===== src/rtl/nonce_report_queue.sv =====
// Golden-nonce queue feeding the JTAG probe word; host pops the head by toggling ack_toggle.
// Optional macro NONCE_QUEUE_TIMESTAMP_EN adds a per-entry cycle timestamp and head_timestamp port.
module nonce_report_queue #(
    parameter int DEPTH       = 16,
    parameter int NONCE_WIDTH = 32,
    parameter int SYNC_STAGES = 2
) (
    input  logic                     clk,
    input  logic                     reset,
    input  logic                     nonce_valid,
    input  logic [NONCE_WIDTH-1:0]   nonce_in,
    input  logic                     ack_toggle,
    output logic                     head_valid,
    output logic [NONCE_WIDTH-1:0]   head_nonce,
`ifdef NONCE_QUEUE_TIMESTAMP_EN
    output logic [31:0]              head_timestamp,
`endif
    output logic [$clog2(DEPTH):0]   level,
    output logic [7:0]               pop_count,
    output logic                     overflow
);

    localparam int AW = $clog2(DEPTH);
    localparam int LW = AW + 1;
    localparam logic [2:0]    ARM_CYCLES = 3'(SYNC_STAGES + 1);
    localparam logic [LW-1:0] LEVEL_FULL = LW'(DEPTH);
    localparam logic [LW-1:0] LEVEL_ONE  = LW'(1);
    localparam logic [AW-1:0] PTR_ONE    = AW'(1);

    logic [SYNC_STAGES-1:0] sync_q, sync_d;
    logic                   edge_q, edge_d;
    logic [2:0]             arm_q, arm_d;
    logic [AW-1:0]          wr_ptr_q, wr_ptr_d, rd_ptr_q, rd_ptr_d;
    logic [LW-1:0]          level_q, level_d;
    logic [7:0]             pop_count_q, pop_count_d;
    logic                   overflow_q, overflow_d;
    logic                   head_valid_q, head_valid_d;
    logic [NONCE_WIDTH-1:0] head_nonce_q, head_nonce_d;
    logic [NONCE_WIDTH-1:0] mem_q [DEPTH];
    logic                   ack_pulse_s, pop_s, push_s, full_s, empty_s, bypass_s;
`ifdef NONCE_QUEUE_TIMESTAMP_EN
    logic [31:0]            ts_cnt_q, ts_cnt_d;
    logic [31:0]            head_ts_q, head_ts_d;
    logic [31:0]            ts_mem_q [DEPTH];
`endif

    // Next-state logic: ack edge detection with arming window, queue bookkeeping, head lookahead.
    always_comb begin
        sync_d = {sync_q[SYNC_STAGES-2:0], ack_toggle};
        edge_d = sync_q[SYNC_STAGES-1];
        if (arm_q == ARM_CYCLES) begin
            arm_d       = arm_q;
            ack_pulse_s = sync_q[SYNC_STAGES-1] ^ edge_q;
        end else begin
            arm_d       = arm_q + 3'd1;
            ack_pulse_s = 1'b0;
        end

        full_s     = (level_q == LEVEL_FULL);
        empty_s    = (level_q == '0);
        pop_s      = ack_pulse_s & ~empty_s;
        push_s     = nonce_valid & (~full_s | pop_s);
        overflow_d = overflow_q | (nonce_valid & full_s & ~pop_s);

        wr_ptr_d    = push_s ? (wr_ptr_q + PTR_ONE) : wr_ptr_q;
        rd_ptr_d    = pop_s  ? (rd_ptr_q + PTR_ONE) : rd_ptr_q;
        pop_count_d = pop_s  ? (pop_count_q + 8'd1) : pop_count_q;
        case ({push_s, pop_s})
            2'b10:   level_d = level_q + LEVEL_ONE;
            2'b01:   level_d = level_q - LEVEL_ONE;
            default: level_d = level_q;
        endcase

        // A push landing on the next head slot is not in memory yet, so forward it.
        bypass_s = push_s & (wr_ptr_q == rd_ptr_d);
        if (level_d != '0) begin
            head_valid_d = 1'b1;
            head_nonce_d = bypass_s ? nonce_in : mem_q[rd_ptr_d];
        end else begin
            head_valid_d = 1'b0;
            head_nonce_d = '0;
        end
`ifdef NONCE_QUEUE_TIMESTAMP_EN
        ts_cnt_d = ts_cnt_q + 32'd1;
        if (level_d != '0) begin
            head_ts_d = bypass_s ? ts_cnt_q : ts_mem_q[rd_ptr_d];
        end else begin
            head_ts_d = 32'd0;
        end
`endif
    end

    // Control and output registers with synchronous reset.
    always_ff @(posedge clk) begin
        if (reset) begin
            sync_q       <= '0;
            edge_q       <= 1'b0;
            arm_q        <= 3'd0;
            wr_ptr_q     <= '0;
            rd_ptr_q     <= '0;
            level_q      <= '0;
            pop_count_q  <= 8'd0;
            overflow_q   <= 1'b0;
            head_valid_q <= 1'b0;
            head_nonce_q <= '0;
`ifdef NONCE_QUEUE_TIMESTAMP_EN
            ts_cnt_q     <= 32'd0;
            head_ts_q    <= 32'd0;
`endif
        end else begin
            sync_q       <= sync_d;
            edge_q       <= edge_d;
            arm_q        <= arm_d;
            wr_ptr_q     <= wr_ptr_d;
            rd_ptr_q     <= rd_ptr_d;
            level_q      <= level_d;
            pop_count_q  <= pop_count_d;
            overflow_q   <= overflow_d;
            head_valid_q <= head_valid_d;
            head_nonce_q <= head_nonce_d;
`ifdef NONCE_QUEUE_TIMESTAMP_EN
            ts_cnt_q     <= ts_cnt_d;
            head_ts_q    <= head_ts_d;
`endif
        end
    end

    // Entry storage; contents survive reset since pointers define validity.
    always_ff @(posedge clk) begin
        if (push_s) begin
            mem_q[wr_ptr_q] <= nonce_in;
`ifdef NONCE_QUEUE_TIMESTAMP_EN
            ts_mem_q[wr_ptr_q] <= ts_cnt_q;
`endif
        end
    end

    assign head_valid = head_valid_q;
    assign head_nonce = head_nonce_q;
    assign level      = level_q;
    assign pop_count  = pop_count_q;
    assign overflow   = overflow_q;
`ifdef NONCE_QUEUE_TIMESTAMP_EN
    assign head_timestamp = head_ts_q;
`endif

endmodule


===== config.mk =====
export PLATFORM = sky130hd
export DESIGN_NAME = nonce_report_queue
export DESIGN_NICKNAME = d
export VERILOG_FILES = /design/src/rtl/nonce_report_queue.sv
export SDC_FILE = /design/constraint.sdc
export NUM_CORES = 1
export LEC_CHECK = 0
export ABC_AREA = 1
export BUFFER_PORTS_ARGS = -buffer_cell sky130_fd_sc_hd__buf_2
export CAP_MARGIN = 0
export CORE_ASPECT_RATIO = 0.5
export CORE_MARGIN = 1
export CORE_UTILIZATION = 62
export CTS_CLUSTER_DIAMETER = 30
export CTS_CLUSTER_SIZE = 24
export DETAILED_ROUTE_END_ITERATION = 8
export PLACE_DENSITY = 0.8
export SYNTH_ARGS = -nofsm -noshare
export SYNTH_HDL_FRONTEND = slang
export SYNTH_SLANG_ARGS = --single-unit
export TNS_END_PERCENT = 1

===== constraint.sdc =====
create_clock -name clk -period 3.81 [get_ports clk]
set_clock_uncertainty 0.05 [all_clocks]
set_input_delay 0.5715 -clock clk [delete_from_list [all_inputs] [get_ports clk]]
set_output_delay 0.5715 -clock clk [all_outputs]
set_load 0.03 [all_outputs]

Word level (Yosys, flattened, before mapping) --
Memory sizes are Yosys's and may differ from the RTL's. A register that Yosys moved wholly into a read port is not among the register bits. Index checks and enable logic that the tools add are counted.
Word-level totals: flip-flop bits (word level) 29, memories kept 1, word-level logic and storage cells 40, output and inout port bits 47, bits in writable memories 512, bits of input ports 36
Operators by class: bitwise gates (word level) 11, add/subtract/negate cells 6, equality and inequality tests 4, reduce and logical (&&, ||, !) cells 3, mux-type cells 6
Memory list:
- mem_q | depth 16, width 32, read ports 1, clocked after memory_dff 1, write ports 1, line 39 | logic [NONCE_WIDTH-1:0] mem_q [DEPTH];
Operator list (count):
- $pmux 5 s2 | 1
- $add 4x1->4 const B | 2
- $add 8x1->8 const B | 1
- $add 5x1->5 const B | 1
- $eq 5x5->1 const B | 1
- $logic_not 5->1 | 1
- $reduce_bool 5->1 | 1
- $sub 5x1->5 const B | 1
- $and 1x1->1 | 4
- $mux 1 | 4
- $mux 4 | 1
- $not 1->1 | 4
- $add 3x1->3 const B | 1
- $eq 3x2->1 const B | 1
- $eq 2x1->1 const B | 1
- $eq 2x2->1 const B | 1
- $or 1x1->1 | 2
- $reduce_or 2->1 | 1
- $xor 1x1->1 | 1

Longest topological paths before layout --
depth after elaboration 10, gate-level depth with buffers 20

Worst setup path before layout --
Ideal clock, no wire load.
kind register -> register, start register arm_q[0], end memory mem_q[11][0], enable pin, cell stages (with the launch flop) 10, period minus slack after synthesis 3.331 ns, required time 3.339 ns, arrival time 2.860 ns, setup slack 0.479 ns, path through dfxtp_1 -> ha_1 -> ha_1 -> nand2_2 -> nor2_8 -> nand2_4 -> buf_6 -> a21oi_4 -> nand2_1 -> nor2_1
On the way: longest elaborated chain between the ends 7
RTL lines:
- from (decl) | line 32 | logic [2:0] arm_q, arm_d;
- from (signal assigned) | line 113 | arm_q <= arm_d;
- $eq 3x2->1 | line 51 | if (arm_q == ARM_CYCLES) begin
- $mux 1 | line 51
- $and 1x1->1 | line 61 | pop_s = ack_pulse_s & ~empty_s;
- $or 1x1->1 | line 62 | push_s = nonce_valid & (~full_s | pop_s);
- $and 1x1->1 | line 62
- $mux 1 | line 130 | if (push_s) begin
- $mux 1 (implied by the code) | line 131 | mem_q[wr_ptr_q] <= nonce_in;
- to (decl) | line 39
No other way between the ends.

Worst setup path after layout --
start register arm_q[0], end register head_nonce_q[5] (netlist: head_nonce[5]), read port of mem_q
On the way: longest elaborated chain between the ends 10
RTL lines:
- $eq 3x2->1 (*) | line 51
- $mux 1 (*) | line 51
- $and 1x1->1 (*) | line 61
- $or 1x1->1 | line 62
- $and 1x1->1 | line 62
- $eq 2x1->1 / $eq 2x2->1 (equally long branches) | line 68 | case ({push_s, pop_s})
- $pmux 5 s2 | line 68
- $reduce_bool 5->1 | line 76 | if (level_d != '0) begin
- $not 1->1 (no line)
- $reduce_or 2->1 (no line)
- to (decl) | line 38 | logic [NONCE_WIDTH-1:0] head_nonce_q, head_nonce_d;
Mark *: on every way between the ends. The rest lies on a longest branch, timed or not. A chain may end at the register's enable or synchronous reset.

==> summary.md <==
| Metric | Value |
|---|---|
| Post-CTS Setup Repair Bufs | `0` |
| Worst Hold Depth | `3` |
| Worst hold endpoint | `sync_q[0]` |
| Crit Path Category | `flop to flop` |
| Worst r2r path cells | `16` |
| FF-to-FF End | `head_nonce[5]` |
| Worst Hold Class | `input port to flop` |
| CP top delay family | `simple AND/OR/NAND/NOR gates` |
| Startpoint Class | `flop` |
| Core Area | `39,240 um^2` |
| Setup_tns | `0 ns` |
| P per Cell Area | `516.2 nW/um^2` |
| HP Start | `ack_toggle` |
| Status | `finished clean` |
| Distinct cell type count after synthesis | `37` |
| Ports | `83` |
| Pre-antenna DRT Iters | `6` |
| # clock sinks | `roughly 570` |
| Mapped Cells | `between 2,000 and 2,500` |
| Num CTS Buffers | `67` |
| Global-route usage over all layers | `0.3099` |
| Area added between synthesis and finish | `13.45%` |
| Hold Slack | `approximately 0.17 ns` |
| RSZ-0062 raised after global routing | `no` |
| Iter 0 DRT Violations | `~2,600` |
| First-pass GRT wire length | `96,200 um` |
| Share of the synthesized area in the top cell type | `0.6174` |
| FMAX | `310.8 MHz` |
| Most frequent cell after synthesis | `nand2_1` |
| Post-synthesis sequential area ratio | `0.6664` |
| CTS Hold Bufs | `0` |
| Setup Viol. Count Final | `0` |
| CTS Root Cell | `clkbuf_16` |
| Post-synth EDFFs | `slightly above 500` |
| Post-DRT Antenna Nets | `0` |
| Worst-case clock buffer depth | `3` |
| Worst reg-to-reg setup slack | `0.59 ns` |
| Full die area | `41,020 um^2` |
| Clock Latency Late Sink | `0.58 ns` |
| CTS tree | `done` |
| Worst Path Arrival | `3.62 ns` |
| Synth cell count leaders | `676 x nand2_1, 526 x nand3_1, 512 x edfxtp_1` |
| Final instance area | `28,250 um^2` |
| Number of global-route vias before repair | `around 17,000` |
| Vias per cell | `5.955` |
| Initial antenna violation count | `1` |
| # port buffers | `82` |
| Relative slew slack | `0.2939` |
| Post-synth top flop | `edfxtp_1` |
| Slowest cell delay on critical path | `0.49 ns` |
| Synthesized area | `between 20,000 and 25,000 um^2` |
| Final #Nets | `2,485` |
| Least-Margin Pin Slew | `around 1.1 ns` |
| Cts repair resizes | `0` |
| Vias | `around 18,000` |
| Final Wtd Congestion | `0.7743` |
| Total placed instance area | `25,970 um^2` |
| CTS clk-pin slew, worst paths | `roughly 0.06 ns` |
| Syn Area/Cell | `10.38 um^2` |
| Cell Chain, Critical Path | `ha_1 -> ha_1 -> nand2_2 -> nor2_8 -> nand2_4 -> nand2_8 -> buf_12 -> nand3_1 -> nand3_1 -> nand3_1 -> nand3_1 -> nand2_1 -> nand2_1 -> nand2_1 -> nand2_1 -> inv_1` |
| Grt total ovfl | `0` |
| Overall power | `around 0.015 W` |
| Wire per inst | `20.80 um` |
| Tcrit/Tclk final | `0.8446` |
| Filler cell count | `2,524` |
| Detailed placement HPWL | `between 30,000 and 40,000 um` |
| Syn Nets | `about 2,400` |
| CP max FO | `166` |
| Reg2Reg Launch Point | `arm_q[0]` |
| Dominant cells by area after synthesis | `edfxtp_1 62%, nand3_1 11%, nand2_1 10%, dfxtp_1 4.9%, inv_1 4.0%` |
| Post-Route WL | `about 63,000 um` |
| Synthesis-stage register bit count | `573` |
| Max-Cap Viols | `0` |
| # rows | `between 50 and 60` |
| Top cell type by total area after synthesis | `edfxtp_1` |
| WP buf/inv | `2` |
| Crit path required time | `4.22 ns` |
| Leak | `11.81 nW` |
| Die height | `around 140 um` |
| Synth Warn # | `0` |
| Pin count of the biggest net entering global routing | `173` |
| Slowest cell on crit path | `buf_12` |
| CTS H-tree depth | `3` |
| Drt drc | `0` |
| Final min period | `3.218 ns` |
| Die width | `285.4 um` |
| CP endpoint kind | `flop` |
| Layout cells sized above 1 | `0.1108` |
| VDD IR max | `approximately 0.00031 V` |
| FFs w/ async S/R, synth | `0` |
| Slew Limit Fails | `0` |
| Initial core utilization | `0.6346` |
| Endpoints failing hold | `0` |
worst max path at each step:
stage                  start        endpoint  slack, ns  depth (start not counted)
floorplan           arm_q[0]    mem_q[11][0]       0.48                          9
detailed placement  arm_q[0]  head_nonce[22]       0.73                         19
global route        arm_q[0]   head_nonce[5]       0.26                         20
CTS                 arm_q[0]   head_nonce[5]       0.64                         19
global placement    arm_q[0]     mem_q[5][9]       0.85                          9
finish              arm_q[0]   head_nonce[5]       0.59                         16
per-stage QoR:
stage | std cells | setup slack, ns | util
finish | 3023 | 0.5920 | 0.7199
global route | 3023 | 0.2616 | 0.7199
global placement | 2901 | 0.8524 | 0.6618
floorplan | 2399 | 0.4788 | -
CTS | 3022 | 0.6426 | 0.7199
detailed placement | 2901 | 0.7252 | 0.6618
kinds of logic (layout without fill, tap and decap cells):
kind of cell	Yosys count	count (layout)	share of synthesized area
flops	573	573	0.6664
xor+xnor	4	4	0.001709
other cells	0	1	0
fa+ha+maj	9	9	0.004522
simple gates	1362	1362	0.2493
compound gates	37	37	0.009144
buf+inv	414	507	0.06888
area by class of cell:
| class | instances | area, um^2 | share of cell area |
|---|---|---|---|
| multi-input combinational | 1412 | 6788 | 0.2402 |
| clock buffer | 80 | 1808 | 0.06399 |
| timing repair buffer | 121 | 928.4 | 0.03286 |
| sequential | 573 | 16600 | 0.5874 |
| tap | 530 | 663.1 | 0.02347 |
| antenna | 1 | 2.502 | 0.00008857 |
| inverter | 265 | 994.7 | 0.03521 |
| clock inverter | 41 | 473.0 | 0.01674 |
cell usage in the layout (no fill, tap or decap), drive strengths merged, types with 2 or more instances in the layout:
cell type	count
a21oi	16
buf	121
bufinv	6
clkbuf	80
clkinv	17
clkinvlp	4
dfxtp	61
edfxtp	512
ha	9
inv	279
nand2	680
nand3	532
nand3b	67
nand4	35
nor2	43
nor3	3
o21a	2
o21ai	17
xor2	3
metal layers:
metal  track usage  up-vias  part of all wire
met4        0.1022        0             0.028
met3       0.06175      161              0.11
met2        0.5024     1106              0.47
met1        0.4250     8540              0.39
li1              -     8194                 -
met5             0        -                 0
sequential cells by signal, indices dropped and copies added (netlist names):
signal	count
arm_q	3
edge_q	1
head_nonce	32
head_valid	1
level	5
mem_q	512
overflow	1
pop_count	8
rd_ptr_q	4
sync_q	2
wr_ptr_q	4
worst reg2reg max path: cells and delay by family, from the launching register on:
kind / cells / cell delay, ns
simple gates: 12 / 1.71
buf+inv: 2 / 0.57
fa+ha+maj: 2 / 0.42
flops: 1 / 0.36
power breakdown:
group / total (W) / switching, W / leakage [nW] / internal [W]
Sequential: 0.00704 / 0.0000621 / 5.13 / 0.00698
Combinational: 0.000999 / 0.000740 / 5.57 / 0.000259
Clock: 0.00655 / 0.00267 / 1.11 / 0.00388
No activity file was read; power rests on OpenSTA's default activity.
